`src/rtl/gravity_lock_scheduler_if.sv`:
```
// Request handshake between the gravity/lock scheduler and the command queue.
// The scheduler drives the request; the queue drives ready.
interface gravity_lock_scheduler_if;
  logic req_valid;
  logic req_kind;
  logic req_ready;

  modport master (
    output req_valid,
    output req_kind,
    input  req_ready
  );

  modport slave (
    input  req_valid,
    input  req_kind,
    output req_ready
  );
endinterface

```
`src/rtl/gravity_lock_scheduler.sv`:
```
// Tetris gravity and lock-delay scheduler: issues timed DOWN/LOCK requests over a valid/ready bus.
// Optional macro SOFT_DROP_EN enables the soft-drop shortened gravity interval.
module gravity_lock_scheduler #(
  parameter int unsigned BASE_TICK       = 50_000_000,
  parameter int unsigned STEP_TICK       = 3_000_000,
  parameter int unsigned MIN_TICK        = 2_500_000,
  parameter int unsigned LOCK_TICK       = 25_000_000,
  parameter int unsigned MAX_LOCK_RESETS = 15,
  parameter int unsigned SOFT_SHIFT      = 3
) (
  input  logic                            clk,
  input  logic                            reset,
  input  logic                            enable,
  input  logic [3:0]                      level,
  input  logic                            spawn,
  input  logic                            grounded,
  input  logic                            moved,
  input  logic                            soft_drop,
  gravity_lock_scheduler_if.master        req,
  output logic                            lock_active,
  output logic [3:0]                      lock_resets_left
);

  localparam int unsigned CW = $clog2(BASE_TICK) + 1;
  localparam int unsigned PW = CW + 4;
  localparam int unsigned LW = $clog2(LOCK_TICK) + 1;
  localparam logic [3:0]  MaxResets = 4'(MAX_LOCK_RESETS);

  typedef enum logic [2:0] {
    StIdle,
    StFall,
    StReqDown,
    StGround,
    StReqLock,
    StWaitSpawn
  } state_e;

  state_e        state_q, state_d;
  logic [CW-1:0] gcnt_q, gcnt_d;
  logic [LW-1:0] lcnt_q, lcnt_d;
  logic [3:0]    resets_q, resets_d;

  logic [PW-1:0] step_total;
  logic [CW-1:0] interval;
  logic [CW-1:0] threshold;

  // Wide product and compare-before-subtract keep the clamp free of underflow.
  assign step_total = PW'(level) * PW'(STEP_TICK);
  assign interval   = (step_total >= PW'(BASE_TICK - MIN_TICK)) ? CW'(MIN_TICK)
                                                                : CW'(BASE_TICK) - CW'(step_total);

`ifdef SOFT_DROP_EN
  logic [CW-1:0] soft_interval;

  always_comb begin
    soft_interval = interval >> SOFT_SHIFT;
    if (soft_interval == '0) begin
      soft_interval = CW'(1);
    end
  end

  assign threshold = (soft_drop ? soft_interval : interval) - CW'(1);
`else
  logic unused_soft_drop;
  assign unused_soft_drop = soft_drop ^ (SOFT_SHIFT == 0);
  assign threshold        = interval - CW'(1);
`endif

  always_comb begin
    state_d       = state_q;
    gcnt_d        = gcnt_q;
    lcnt_d        = lcnt_q;
    resets_d      = resets_q;
    req.req_valid = 1'b0;
    req.req_kind  = 1'b0;
    lock_active   = 1'b0;

    unique case (state_q)
      StReqDown: req.req_valid = 1'b1;
      StGround:  lock_active   = 1'b1;
      StReqLock: begin
        req.req_valid = 1'b1;
        req.req_kind  = 1'b1;
      end
      default: ;
    endcase

    if (!enable) begin
      state_d  = StIdle;
      gcnt_d   = '0;
      lcnt_d   = '0;
      resets_d = MaxResets;
    end else if (spawn) begin
      state_d  = StFall;
      gcnt_d   = '0;
      lcnt_d   = '0;
      resets_d = MaxResets;
    end else begin
      unique case (state_q)
        StIdle: ;
        StFall: begin
          if (grounded) begin
            state_d = StGround;
            gcnt_d  = '0;
            lcnt_d  = '0;
          end else if (gcnt_q >= threshold) begin
            state_d = StReqDown;
            gcnt_d  = '0;
          end else begin
            gcnt_d = gcnt_q + CW'(1);
          end
        end
        StReqDown: begin
          // The handshake cycle counts as the first cycle of the next interval,
          // so back-to-back DOWN requests stay exactly one interval apart.
          if (req_ready_i_seen()) begin
            state_d = StFall;
            gcnt_d  = CW'(1);
          end
        end
        StGround: begin
          if (!grounded) begin
            state_d = StFall;
            gcnt_d  = '0;
          end else if (moved && (resets_q != '0)) begin
            lcnt_d   = '0;
            resets_d = resets_q - 4'd1;
          end else if (lcnt_q >= LW'(LOCK_TICK - 1)) begin
            state_d = StReqLock;
            lcnt_d  = '0;
          end else begin
            lcnt_d = lcnt_q + LW'(1);
          end
        end
        StReqLock: begin
          if (req_ready_i_seen()) begin
            state_d = StWaitSpawn;
          end
        end
        StWaitSpawn: ;
        default: state_d = StIdle;
      endcase
    end
  end

  function automatic logic req_ready_i_seen();
    return req.req_ready;
  endfunction

  always_ff @(posedge clk) begin
    if (reset) begin
      state_q  <= StIdle;
      gcnt_q   <= '0;
      lcnt_q   <= '0;
      resets_q <= MaxResets;
    end else begin
      state_q  <= state_d;
      gcnt_q   <= gcnt_d;
      lcnt_q   <= lcnt_d;
      resets_q <= resets_d;
    end
  end

  assign lock_resets_left = resets_q;

endmodule

```
`src/flat_wrapper.sv`:
```
// flat-port wrapper written by rule: the top's interface ports become plain ports
module gravity_lock_scheduler_flat 
#(
  parameter int unsigned BASE_TICK       = 50_000_000,
  parameter int unsigned STEP_TICK       = 3_000_000,
  parameter int unsigned MIN_TICK        = 2_500_000,
  parameter int unsigned LOCK_TICK       = 25_000_000,
  parameter int unsigned MAX_LOCK_RESETS = 15,
  parameter int unsigned SOFT_SHIFT      = 3
)
  (clk, reset, enable, level, spawn, grounded, moved, soft_drop, lock_active, lock_resets_left, req_req_valid, req_req_kind, req_req_ready);
  gravity_lock_scheduler_if req_i ();
  input  logic clk;
  input  logic reset;
  input  logic enable;
  input  logic [3:0] level;
  input  logic spawn;
  input  logic grounded;
  input  logic moved;
  input  logic soft_drop;
  output logic lock_active;
  output logic [3:0] lock_resets_left;
  output wire logic [$bits(req_i.req_valid)-1:0] req_req_valid;
  output wire logic [$bits(req_i.req_kind)-1:0] req_req_kind;
  input wire logic [$bits(req_i.req_ready)-1:0] req_req_ready;
  assign req_req_valid = req_i.req_valid;
  assign req_req_kind = req_i.req_kind;
  assign req_i.req_ready = req_req_ready;
  gravity_lock_scheduler #(.BASE_TICK(BASE_TICK), .STEP_TICK(STEP_TICK), .MIN_TICK(MIN_TICK), .LOCK_TICK(LOCK_TICK), .MAX_LOCK_RESETS(MAX_LOCK_RESETS), .SOFT_SHIFT(SOFT_SHIFT)) u_core (.clk(clk), .reset(reset), .enable(enable), .level(level), .spawn(spawn), .grounded(grounded), .moved(moved), .soft_drop(soft_drop), .req(req_i), .lock_active(lock_active), .lock_resets_left(lock_resets_left));
endmodule
```
`config.mk`:
```
export PLATFORM = sky130hd
export DESIGN_NAME = gravity_lock_scheduler_flat
export DESIGN_NICKNAME = d
export VERILOG_FILES = /design/src/rtl/gravity_lock_scheduler_if.sv /design/src/rtl/gravity_lock_scheduler.sv /design/src/flat_wrapper.sv
export SDC_FILE = /design/constraint.sdc
export NUM_CORES = 1
export LEC_CHECK = 0
export ABC_AREA = 1
export CAP_MARGIN = 40
export CORE_AREA = 5 5 119 121
export CTS_CLUSTER_DIAMETER = 50
export DETAILED_ROUTE_END_ITERATION = 6
export DIE_AREA = 0 0 124 126
export MAX_ROUTING_LAYER = met4
export PLACE_DENSITY = 0.69
export SLEW_MARGIN = 20
export SYNTH_ARGS = -nofsm -noshare
export SYNTH_HDL_FRONTEND = slang
export SYNTH_SLANG_ARGS = --single-unit
```
`constraint.sdc`:
```
create_clock -name clk -period 15.8 [get_ports clk]
set_input_delay 1.58 -clock clk [delete_from_list [all_inputs] [get_ports clk]]
set_output_delay 1.58 -clock clk [all_outputs]
set_load 0.01 [all_outputs]
```
Yosys cells after proc, flatten, opt, wreduce, memory -nomap -nowiden
Cells that the tools add are included.

Register bits after elaboration: 60. Input port bits: 12. Output and inout port bits: 7. Logic and storage cells: 72.

$add $sub $neg: 5. Multiply operators: 1. $lt $le $gt $ge: 3. Eq/ne operators: 19. Muxes and demuxes: 23. Bitwise logic cells: 2. Reduce and logical (&&, ||, !) cells: 14.

Operators with widths (number): 2-to-1 mux 27 bit (5); 2-to-1 mux 26 bit (4); case mux 27 bit (3 select lines) (1); case mux 26 bit (2 select lines) (1); adder 27 x 1 -> 27 bit (second input constant) (1); greater-or-equal comparator 27 bit (1); subtractor 26 x 26 -> 27 bit (first input constant) (1); subtractor 27 x 1 -> 27 bit (second input constant) (1); adder 26 x 1 -> 26 bit (second input constant) (1); greater-or-equal comparator 26 x 25 -> 1 bit (second input constant) (1); greater-or-equal comparator 26 bit (second input constant) (1); 2-to-1 mux 3 bit (7); multiplier 4 x 16 -> 20 bit (second input constant) (1); case mux 3 bit (5 select lines) (1); AND reduction 6 bit (2); != test 2 bit (second input constant) (5); != test 3 bit (second input constant) (3); AND reduction 3 bit (3); != test 4 x 3 -> 1 bit (second input constant) (2); equality test 3 x 2 -> 1 bit (second input constant) (2); equality test 3 bit (second input constant) (2); != test 3 x 2 -> 1 bit (second input constant) (2); OR reduction 2 bit (3); 2-to-1 mux 1 bit (4); 11 further kinds (12).

Logic depth before layout (Yosys ltp)
Word-level depth: 9. Depth in mapped cells: 40. Depth with buffers taken out: 39.

Least setup slack after synthesis
No wires, ideal clock.

Path kind: input to register. Start: input level[2]. End: register u_core.gcnt_q[17]. Arrival time: 6.170 ns. Required time: 15.729 ns. Setup slack: 9.560 ns. Stages on the path: 36. Buffers on the path: 2. Path through: inv_1 > ha_1 > fa_1 > inv_1 > ha_1 > nand2_1 > nor2_1 > inv_1 > nor2_1 > nand3_1 > nand3_1 > nand3_1 > nor2_4 > nand2_1 > nor2_4 > nor2_8 > buf_6 > nand2_2 > nand2_1 > nor2_1 > nand2_1 > nand2_1 > nand2_1 > ha_1 > nand2_1 > inv_1 > a31oi_1 > o21ai_0 > a21oi_1 > nand2_1 > a31oi_1 > nand4_1 > clkinv_1 > clkbuf_1 > nand3_1 > a21oi_1.

Cells in the longest elaborated chain, start to end: 8. Elaborated cells on any way between the ends: 9. Classes of those cells: 2 x add/sub; 1 x mul; 2 x order compare; 4 x mux.

Ends and longest elaborated chain: from (decl) (line flat_wrapper.sv:16) `input logic [3:0] level;`; multiplier 4 x 16 -> 20 bit * (line gravity_lock_scheduler.sv:48) `assign step_total = PW'(level) * PW'(STEP_TICK);`; subtractor 26 x 26 -> 27 bit or greater-or-equal comparator 26 bit (tied branches) (line gravity_lock_scheduler.sv:50, gravity_lock_scheduler.sv:49); 2-to-1 mux 27 bit * (line gravity_lock_scheduler.sv:49) `assign interval = (step_total >= PW'(BASE_TICK - MIN_TICK)) ? CW'(MIN_TICK)`; subtractor 27 x 1 -> 27 bit * (line gravity_lock_scheduler.sv:66) `assign threshold = interval - CW'(1);`; greater-or-equal comparator 27 bit * (line gravity_lock_scheduler.sv:106) `end else if (gcnt_q >= threshold) begin`; 2-to-1 mux 27 bit * (line gravity_lock_scheduler.sv:106); 2-to-1 mux 27 bit * (line gravity_lock_scheduler.sv:102) `if (grounded) begin`; case mux 27 bit (3 select lines) * (line gravity_lock_scheduler.sv:99) `unique case (state_q)`; to (signal assigned) (line gravity_lock_scheduler.sv:158) `gcnt_q <= gcnt_d;`; to (decl) (line gravity_lock_scheduler.sv:39) `logic [CW-1:0] gcnt_q, gcnt_d;`.

Mark *: on every way between the ends. The rest lies on a longest branch, timed or not. A chain may end at the register's enable or synchronous reset.

Final worst setup path
Start: input level[2]. End: register u_core.gcnt_q[13].

The elaborated chain is that of the path after synthesis.

==> results.py <==
metrics = {
    "sta": {
        "maxSlewViolCount": 0,
        "final-setup-viol-count": 0,
        "fmax_mhz": 123,
        "fin_crit_ps": 8130,
        "rsz0062_at_grt": "no",
        "final.setup.tns_ps": 0,
        "whs_ps": 465,
        "worst_pin_slew_ps": 620,
        "fin_skew_ps": 8.38,
        "relSlewSlack": 0.586,
        "period_share": 0.515,
        "hold_viol_final": 0,
    },
    "logic_synthesis": {
        "synthDistinctLibCells": 49,
        "netlist_top_cells_area": "dfxtp_1 18%, nand2_1 18%, ha_1 10%, inv_1 8.9%, nand3_1 7.6%",
        "synth_top_cell_by_area": "dfxtp_1",
        "syn-num-nets": 1195,
        "synthFlopType": "dfxtp_1",
        "syn_inst": 1126,
        "ys_async_sr_fraction": 0,
        "synth-warning-count": 0,
        "syn_area_um2": 6660,
        "avgSynthCellArea_um2": 5.91,
        "synth-edff-count": 0,
        "synthDominantCellAreaShare": 0.180,
        "synth_seq_area_share": 0.180,
        "synth_seq_cells": 60,
    },
    "cells_and_area": {
        "final_cell_mix": "318 x nand2_1, 157 x inv_1, 107 x nor2_1",
        "design_area_um2": 7250,
        "drive_above_1_share": 0.0806,
        "nets": 1205,
        "nFillCells": 1328,
        "final_common_cell": "nand2_1",
        "final_cells": 1317,
        "diodes": 0,
        "syn_to_final_growth_pct": 8.81,
    },
    "floorplanning": {
        "die_area_um2": 15600,
        "die_h_um": 126,
        "num_io_pins": 19,
        "rows": 42,
        "coreArea_um2": 13000,
        "initial_utilization": 0.513,
        "die_w_um": 124,
    },
    "power": {
        "comb_power_share": 0.490,
        "pwr-share-clk": 0.279,
        "p_sw_frac": 0.435,
        "p_leak_nw": 3.23,
        "power_switching_w": 0.000287,
        "internal-power_w": 0.000372,
        "seqPwrFrac": 0.231,
        "ir_drop_v": 0.0000573,
        "cellPowerDensity_nw_per_um2": 91.0,
    },
    "worst_setup_path": {
        "cp-end-kind": "flop",
        "critPathMaxStageDelay_ps": 620,
        "path_class": "in2reg",
        "critPathMaxFanout": 19,
        "slowest_stage": "clkdlybuf4s50_1",
        "cp.required_ps": 16000,
        "critPathMostFrequentCell": "inv_1",
        "crit_arrival_ps": 8330,
        "start_kind": "primary input",
    },
    "route": {
        "highest_layer": "met4",
        "wl_met1_mm": 8.27,
        "wl_met2_mm": 6.95,
        "routed-via-count": 6858,
        "dr_wl_met3_um": 776,
        "drc": 0,
        "dr.pass1.iters": 5,
        "drt_iter0_markers": 524,
        "post_drt_via_cell_ratio": 5.21,
        "wl_per_cell_um": 12.3,
        "final_antenna_net_count": 0,
        "drt_wl_total_mm": 16.1,
    },
    "status": {
        "outcome": "finished clean",
    },
    "global_routing": {
        "grt_max_degree": 48,
        "grt_antenna_before_repair": 0,
        "first_global_vias": 6191,
        "grt-ovfl-total": 0,
        "grt_pass1_wl_mm": 28.1,
        "gr-usage-all-layers": 0.222,
    },
    "clock_tree": {
        "htreeDepth": 3,
        "cts_made_buffers": 9,
        "path_clk_slew_ps": 50,
        "postCtsSetupBuffers": 0,
        "clkLatencyLatePin_ps": 340,
        "cts_resized": 0,
        "cts.sinks": 60,
        "cts_hold_buf": 0,
        "clock-root-buffer": "clkbuf_16",
        "ctsLongestPathBuffers": 2,
        "cts_tree": "yes",
    },
    "placed_design": {
        "dp_cells": 1301,
        "numPortBuffers": 17,
        "placed_area_um2": 6970,
        "dp_hpwl_mm": 12.9,
        "place_congestion": 0.933,
    },
    "hold_path": {
        "hp-class": "reg2reg",
    },
    "job": {
        "cap_violations": 0,
    },
}
[cell usage after synthesis (2+ instances only)]
cell type,count
o211ai_1,6
nand3_2,4
xnor2_1,7
buf_6,3
nand3b_1,3
o21ai_0,23
o21ai_1,6
inv_2,9
nor4_1,4
ha_1,53
inv_1,158
nor2_4,9
a211oi_1,2
dfxtp_1,60
nand4_1,28
nand2_2,17
nor2_1,107
clkbuf_1,16
nand2_4,5
and2_1,5
nand2_1,318
nand3_1,101
clkinv_1,3
a31oi_1,2
a21oi_1,84
xor2_1,13
fa_1,4
nor3_1,32
a2bb2oi_1,2
nor2_2,11
nor4b_1,2
or2_2,12
[cell type report]
class                      instances  area [um^2]  share of cell area
tap                              176          220              0.0304
multi-input combinational        876         4720               0.652
inverter                         170          638              0.0881
sequential                        60         1200               0.166
clock inverter                     4         23.8             0.00328
timing repair buffer              19          185              0.0256
clock buffer                      12          256              0.0354
[critical path, delay by kind of cell]
family                     cells  cell delay [ps]
buffers and inverters          6             1600
and+or+nand+nor               17             3140
AOI/OAI and AO/OA              2              350
adders and majority gates      4             1650
[state kept, by name (all words and copies together) (netlist names)]
name / cells
u_core.gcnt_q: 27
u_core.lcnt_q: 26
u_core.lock_resets_left: 4
u_core.state_q: 3
[power by group through the flow]
stage	logic, W	registers (W)	clock network [W]
floorplan	0.000260	0.000155	0
global placement	0.000318	0.000155	0
detailed placement	0.000320	0.000155	0
CTS	0.000322	0.000152	0.000187
global route	0.000373	0.000152	0.000197
finish	0.000323	0.000152	0.000184
[through the flow]
step | power, W | util | setup slack (ps)
CTS | 0.000661 | 0.558 | 7680
floorplan | 0.000415 | - | 9560
global route | 0.000722 | 0.558 | 6950
detailed placement | 0.000475 | 0.537 | 7350
global placement | 0.000473 | 0.537 | 7370
finish | 0.000659 | 0.558 | 7670
[cells by family (layout without fill, tap and decap cells)]
logic type | after synthesis | after routing | share of synthesized area
fa+ha+maj | 57 | 57 | 0.112
flops | 60 | 60 | 0.180
xor+xnor | 20 | 20 | 0.0263
simple gates | 663 | 663 | 0.458
compound gates | 135 | 135 | 0.113
buf+inv | 190 | 205 | 0.111
other cells | 1 | 1 | 0.000563
[layer usage]
| metal | global-route usage | up-vias |
|---|---|---|
| met5 | - | - |
| met4 | 0.0425 | 0 |
| met3 | 0.0363 | 15 |
| met2 | 0.335 | 133 |
| met1 | 0.314 | 3036 |
| li1 | - | 3674 |
[worst paths after layout]
| kind | startpoint | end | slack, ps | cells past startpoint |
|---|---|---|---|---|
| setup / recovery | level[2] | u_core.gcnt_q[13]$_SDFFE_PP0P_ | 7670 | 29 |
| hold reg to reg | u_core.lcnt_q[3]$_SDFFE_PP0P_ | u_core.lcnt_q[3]$_SDFFE_PP0P_ | 460 | 2 |
| setup reg to reg | u_core.gcnt_q[0]$_SDFFE_PP0P_ | u_core.gcnt_q[13]$_SDFFE_PP0P_ | 12640 | 9 |
| hold / removal | u_core.lcnt_q[3]$_SDFFE_PP0P_ | u_core.lcnt_q[3]$_SDFFE_PP0P_ | 460 | 2 |
Power figures use the tool's default switching activity.
